$ cat src/rtl/sys_ctrl_pkg.sv
// Shared definitions for the register-file command controller:
// FSM state encoding, frame opcodes and the default inter-byte timeout.
package sys_ctrl_pkg;

    typedef enum logic [2:0] {
        ST_IDLE    = 3'd0,
        ST_WR_ADDR = 3'd1,
        ST_WR_DATA = 3'd2,
        ST_RD_ADDR = 3'd3,
        ST_RD_WAIT = 3'd4,
        ST_TX_SEND = 3'd5
    } state_e;

    localparam logic [7:0] WR_CMD_DEF  = 8'hAA;
    localparam logic [7:0] RD_CMD_DEF  = 8'hBB;
    localparam int         TIMEOUT_DEF = 255;

    // States that wait on an external event and are bounded by the frame timer.
    function automatic logic is_timed(input state_e s);
        return (s == ST_WR_ADDR) || (s == ST_WR_DATA) ||
               (s == ST_RD_ADDR) || (s == ST_RD_WAIT);
    endfunction

endpackage

$ cat src/rtl/frame_timeout_cnt.sv
// Saturating 8-bit idle counter; expired stays high while the count sits at TIMEOUT.
module frame_timeout_cnt #(
    parameter int TIMEOUT = 255
) (
    input  logic CLK,
    input  logic RST,
    input  logic clr,
    input  logic en,
    output logic expired
);

    localparam logic [7:0] LIMIT = 8'(TIMEOUT);

    logic [7:0] cnt;

    always_ff @(posedge CLK or negedge RST) begin
        if (!RST) begin
            cnt <= 8'd0;
        end else if (clr) begin
            cnt <= 8'd0;
        end else if (en && (cnt != LIMIT)) begin
            cnt <= cnt + 8'd1;
        end
    end

    assign expired = (cnt == LIMIT);

endmodule

$ cat src/rtl/reg_cmd_ctrl.sv
// Decodes UART byte frames into register-file write/read strobes and
// forwards read responses to the transmitter.
//
//  state      | meaning
//  -----------+------------------------------------------------
//  IDLE       | waiting for an opcode byte
//  WR_ADDR    | write frame, waiting for address byte
//  WR_DATA    | write frame, waiting for data byte
//  RD_ADDR    | read frame, waiting for address byte
//  RD_WAIT    | RdEn issued, waiting for RdData_Valid
//  TX_SEND    | read byte held, waiting for TX_BUSY to drop
module reg_cmd_ctrl
    import sys_ctrl_pkg::*;
#(
    parameter int                  DATAWIDTH = 8,
    parameter int                  ADDR      = 4,
    parameter logic [DATAWIDTH-1:0] WR_CMD   = WR_CMD_DEF,
    parameter logic [DATAWIDTH-1:0] RD_CMD   = RD_CMD_DEF,
    parameter int                  TIMEOUT   = TIMEOUT_DEF
) (
    input  logic                 CLK,
    input  logic                 RST,
    input  logic [DATAWIDTH-1:0] RX_P_DATA,
    input  logic                 RX_D_VLD,
    output logic [ADDR-1:0]      Address,
    output logic                 WrEn,
    output logic                 RdEn,
    output logic [DATAWIDTH-1:0] WrData,
    input  logic [DATAWIDTH-1:0] RdData,
    input  logic                 RdData_Valid,
    output logic [DATAWIDTH-1:0] TX_P_DATA,
    output logic                 TX_D_VLD,
    input  logic                 TX_BUSY,
    output logic                 CMD_ERR
);

    state_e state;
    logic   tmr_clr;
    logic   tmr_en;
    logic   tmr_expired;

    // Every state change coincides with either a received byte or entry into
    // an untimed state, so these two terms are enough to restart the timer.
    assign tmr_en  = is_timed(state);
    assign tmr_clr = RX_D_VLD || !is_timed(state);

    frame_timeout_cnt #(
        .TIMEOUT (TIMEOUT)
    ) u_timeout (
        .CLK     (CLK),
        .RST     (RST),
        .clr     (tmr_clr),
        .en      (tmr_en),
        .expired (tmr_expired)
    );

    always_ff @(posedge CLK or negedge RST) begin
        if (!RST) begin
            state     <= ST_IDLE;
            Address   <= '0;
            WrEn      <= 1'b0;
            RdEn      <= 1'b0;
            WrData    <= '0;
            TX_P_DATA <= '0;
            TX_D_VLD  <= 1'b0;
            CMD_ERR   <= 1'b0;
        end else begin
            WrEn     <= 1'b0;
            RdEn     <= 1'b0;
            TX_D_VLD <= 1'b0;
            CMD_ERR  <= 1'b0;

            case (state)
                ST_IDLE: begin
                    if (RX_D_VLD) begin
                        if (RX_P_DATA == WR_CMD) begin
                            state <= ST_WR_ADDR;
                        end else if (RX_P_DATA == RD_CMD) begin
                            state <= ST_RD_ADDR;
                        end else begin
                            CMD_ERR <= 1'b1;
                        end
                    end
                end

                ST_WR_ADDR: begin
                    if (RX_D_VLD) begin
                        Address <= RX_P_DATA[ADDR-1:0];
                        state   <= ST_WR_DATA;
                    end else if (tmr_expired) begin
                        CMD_ERR <= 1'b1;
                        state   <= ST_IDLE;
                    end
                end

                ST_WR_DATA: begin
                    if (RX_D_VLD) begin
                        WrData <= RX_P_DATA;
                        WrEn   <= 1'b1;
                        state  <= ST_IDLE;
                    end else if (tmr_expired) begin
                        CMD_ERR <= 1'b1;
                        state   <= ST_IDLE;
                    end
                end

                ST_RD_ADDR: begin
                    if (RX_D_VLD) begin
                        Address <= RX_P_DATA[ADDR-1:0];
                        RdEn    <= 1'b1;
                        state   <= ST_RD_WAIT;
                    end else if (tmr_expired) begin
                        CMD_ERR <= 1'b1;
                        state   <= ST_IDLE;
                    end
                end

                ST_RD_WAIT: begin
                    if (RX_D_VLD) begin
                        CMD_ERR <= 1'b1;
                    end
                    // The capture edge already counts as a send opportunity, so an
                    // idle transmitter gets the byte without a TX_SEND detour.
                    if (RdData_Valid) begin
                        TX_P_DATA <= RdData;
                        if (!TX_BUSY) begin
                            TX_D_VLD <= 1'b1;
                            state    <= ST_IDLE;
                        end else begin
                            state <= ST_TX_SEND;
                        end
                    end else if (tmr_expired && !RX_D_VLD) begin
                        CMD_ERR <= 1'b1;
                        state   <= ST_IDLE;
                    end
                end

                ST_TX_SEND: begin
                    if (RX_D_VLD) begin
                        CMD_ERR <= 1'b1;
                    end
                    if (!TX_BUSY) begin
                        TX_D_VLD <= 1'b1;
                        state    <= ST_IDLE;
                    end
                end

                default: begin
                    state <= ST_IDLE;
                end
            endcase
        end
    end

endmodule
$ cat config.mk
export PLATFORM = sky130hd
export DESIGN_NAME = reg_cmd_ctrl
export DESIGN_NICKNAME = d
export VERILOG_FILES = /design/src/rtl/sys_ctrl_pkg.sv /design/src/rtl/frame_timeout_cnt.sv /design/src/rtl/reg_cmd_ctrl.sv
export SDC_FILE = /design/constraint.sdc
export NUM_CORES = 1
export LEC_CHECK = 0
export CAP_MARGIN = 20
export CORE_UTILIZATION = 30
export CTS_CLUSTER_SIZE = 20
export DETAILED_ROUTE_END_ITERATION = 10
export HOLD_SLACK_MARGIN = 0.12
export PLACE_DENSITY = 0.63
export RECOVER_POWER = 50
export SYNTH_ARGS = -nofsm -noshare
export SYNTH_HDL_FRONTEND = slang
export SYNTH_HIERARCHICAL = 1
export SYNTH_SLANG_ARGS = --single-unit
$ cat constraint.sdc
create_clock -name CLK -period 3.5 [get_ports CLK]
set_input_delay 0.525 -clock CLK [delete_from_list [all_inputs] [get_ports CLK]]
set_output_delay 0.525 -clock CLK [all_outputs]
set_load 0.03 [all_outputs]
==> flow_summary_export.csv <==
group,metric,value,unit
clock_network,cts_resizes,0,
worst_setup_path,number_of_buffer_and_inverter_stages_on_the_critical_path,1,
grt,first_pass_grt_wire_length,5.623,mm
worst_setup_path,crit_path_max_fanout,8,
worst_setup_path,critical_path_arrival,2590,ps
sta,final_period_utilization,0.6901,
synthesis,ys.flop_type,"dfrtp_1",
route,detail_route.vias_per_cell,4.919,
route,routed_wirelength,3.465,mm
worst_setup_path,worst_path_dominant_cell_family,"simple AND/OR/NAND/NOR gates",
layout,layout.cells.most_common_list,"41 x clkdlybuf4s50_1, 35 x dfrtp_1, 20 x mux2_2",
clock_network,cts-root-buf,"clkbuf_8",
sta,layout_setup_ws,1085,ps
clock_network,cts_setup_buffers,0,
worst_setup_path,worst_reg2reg_path_startpoint,"state[1]$_DFFE_PN0P_",
synthesis,post_synth_main_area_contributors,"dfrtp_1 54%, mux2_2 14%, a21oi_1 1.9%",
route,wire_per_inst,13.97,um
synthesis,postSynthCellCount,129,
clock_network,clock_latency,290,ps
sta,fmax,0.4140,GHz
hold_path,holdPathEnd,"TX_P_DATA[4]$_DFFE_PN0P_",
hold_path,hold_path_class,"reg2reg",
layout,insertedDiodeCount,0,
route,antenna_left,0,
synthesis,synth_seq_cells,35,
grt,initial_antenna_violation_count,0,
worst_setup_path,timing_worst_setup_path_type,"in2reg",
placed_design,gp_routability_congestion,0.8339,
placed_design,post-place-ws,1270,ps
worst_setup_path,setup.reg_to_reg.worst_slack,1270,ps
synthesis,synth.top_cell.area_share,0.5397,
synthesis,synthesis.area,1623,um^2
route,routedLengthMet1,1.430,mm
clock_network,clk_path_buf_depth,2,
sta,setup_viol,0,
hold_path,min-delay-start,"TX_P_DATA[4]$_DFFE_PN0P_",
die,dieWidth,75.55,um
grt,via_count_of_the_first_global_routing_pass,1223,
sta,slew-limit-headroom,-0.2685,
clock_network,post_cts_hold_buffer_count,0,
placed_design,dpl_wire_length,2.537,mm
worst_setup_path,worstSetupStartpointType,"input pin",
layout,final.fill_count,491,
sta,finalMaxSlewViolations,36,
route,num_vias,1220,
worst_setup_path,timing.rr.end,"TX_P_DATA[2]$_DFFE_PN0P_",
synthesis,yosysWarningCount,6,
clock_network,clock_sinks,35,
placed_design,portBuffers,44,
outcome,run_status,"finished with violations",
pwr,worst_ir_drop_vdd,0.0004841,V
layout,final_layout_size_suffix_gt1_frac,0.1910,
worst_setup_path,critical_path.cell_chain,"dlygate4sd3_1, nor3b_1, mux2_2",
die,rows,26,
route,detail_route.iter0.violations,54,
sta,report.final.hold_viol_count,0,
sta,grt_setup_unrepaired,"false",
sta,finalHoldWorstSlack,511.0,ps
synthesis,synth_seq_area_share,0.5397,
clock_network,cts_tree,"yes",
sta,fin_skew,5.784,ps
route,met2_length,1.763,mm
die,core,5172,um^2
die,die_area,5708,um^2
layout,syn_to_final_growth,37.24,%
sta,setup_total_negative_slack,0,ps
route,drt_pass1_iterations,4,
worst_setup_path,required,3680,ps
clock_network,number_of_h_tree_levels,2,
route,drc,0,
flow_run,max-cap-violations,1,
layout,layout.nets,199,
grt,grt-ovfl-total,0,
die,die_h,75.55,um
hold_path,timing.hold.worst_path_depth,1,
worst_setup_path,end_kind,"flip-flop",
synthesis,synth_cell_types,41,
grt,grt_max_degree,36,
route,route.top_layer_used,"met4",
route,routed-wl-met3,242,um
synthesis,post_synth.cell_area_avg,12.58,um^2
worst_setup_path,r2r_cells,3,
outcome,violations,"capacitance limit, slew limit",
layout,mostFrequentLayoutCell,"clkdlybuf4s50_1",
synthesis,postSynth.asyncResetShare,1.000,
grt,grt_use_total,0.1322,
sta,worstMarginPinSlew,1903,ps
synthesis,yosys.area.top_type,"dfrtp_1",
die,initial_utilization,0.3137,
pwr,power.density_cell_area,742.5,nW/um^2
worst_setup_path,cpMaxStageDelayCell,"nor3b_1",
pwr,static-leakage-power,0.8839,nW
synthesis,synth-edff-count,0,
clock_network,cts-buffers-inserted,5,
synthesis,mappedNetlistNets,151,
worst_setup_path,crit_path_max_incr_delay,1050,ps
sta,post-route-min-period,2415,ps
clock_network,clk_transition_reported_paths,80,ps
die,boundaryPins,45,
## area by class of cell
cell class                 count  area [um^2]  area share
multi-input combinational     89        709.4      0.3185
sequential                    35        875.8      0.3933
clock inverter                 3        43.79     0.01966
inverter                       1        3.754    0.001685
clock buffer                   5        68.82     0.03090
tap                           70        87.58     0.03933
timing repair buffer          45        437.9      0.1966
## worst max path at each step
stage,start,to,slack [ps],cells after the start
final,RdData_Valid,TX_P_DATA[2]$_DFFE_PN0P_,1080,3
after global routing,RdData_Valid,TX_P_DATA[4]$_DFFE_PN0P_,910,3
after CTS,state[0]$_DFFE_PN0P_,u_timeout/cnt[5]$_DFFE_PN0P_,1400,5
after detailed placement,RX_D_VLD,WrData[7]$_DFFE_PN0P_,1270,5
after global placement,RX_D_VLD,WrData[3]$_DFFE_PN0P_,1310,5
after floorplan,state[0]$_DFFE_PN0P_,u_timeout/cnt[3]$_DFFE_PN0P_,1810,6
## state kept, by name, indices dropped and copies added, names as in the netlist
register       cells
TX_P_DATA          8
WrData             8
u_timeout/cnt      8
Address            4
state              3
CMD_ERR            1
RdEn               1
TX_D_VLD           1
WrEn               1
## synth_stat cells, drive strengths merged, types with 3 or more instances
| master | number |
|---|---|
| o21ai | 3 |
| nor2 | 8 |
| nor3b | 3 |
| a211oi | 3 |
| mux2 | 22 |
| dfrtp | 35 |
| nand4 | 4 |
| nor3 | 3 |
| buf | 4 |
| nand2 | 3 |
| a21oi | 6 |
| nand2b | 5 |
| nor2b | 4 |
## worst register-to-register path: stages (launching register included)
cell	delay [ps]
dfrtp_1	450
nand2b_4	200
nor3b_1	1050
mux2_2	430
## power by group
group,switching (W),leakage [nW],internal (W),total (W)
sequential,0.0000698,0.450,0.000526,0.000595
combinational,0.000368,0.375,0.000325,0.000692
clock,0.000154,0.0581,0.000212,0.000366
total,0.000591,0.884,0.00106,0.00165
## per-stage QoR
stage	cell area, um^2	util	cells	total power, W
floorplan	1623	-	129	0.0009934
global placement	2131	0.4120	240	0.001292
detailed placement	2131	0.4120	240	0.001303
CTS	2243	0.4337	248	0.001678
global route	2227	0.4306	248	0.001736
finish	2227	0.4306	248	0.001654
## per-layer routing
| layer | GRT usage | vias to the layer above |
|---|---|---|
| met5 | 0 | - |
| met4 | 0.03704 | 0 |
| met3 | 0.05291 | 3 |
| met2 | 0.2153 | 40 |
| met1 | 0.1632 | 602 |
| li1 | - | 575 |
## kinds of logic after synthesis
family | Yosys count | share of synthesized area
AOI/OAI and AO/OA | 21 | 0.09098
buffers and inverters | 5 | 0.01619
muxes | 23 | 0.1611
DFF | 35 | 0.5397
and+or+nand+nor | 42 | 0.1735
adders and majority gates | 1 | 0.007709
xor gates and xnor gates | 2 | 0.01080
Power figures use the tool's default switching activity.
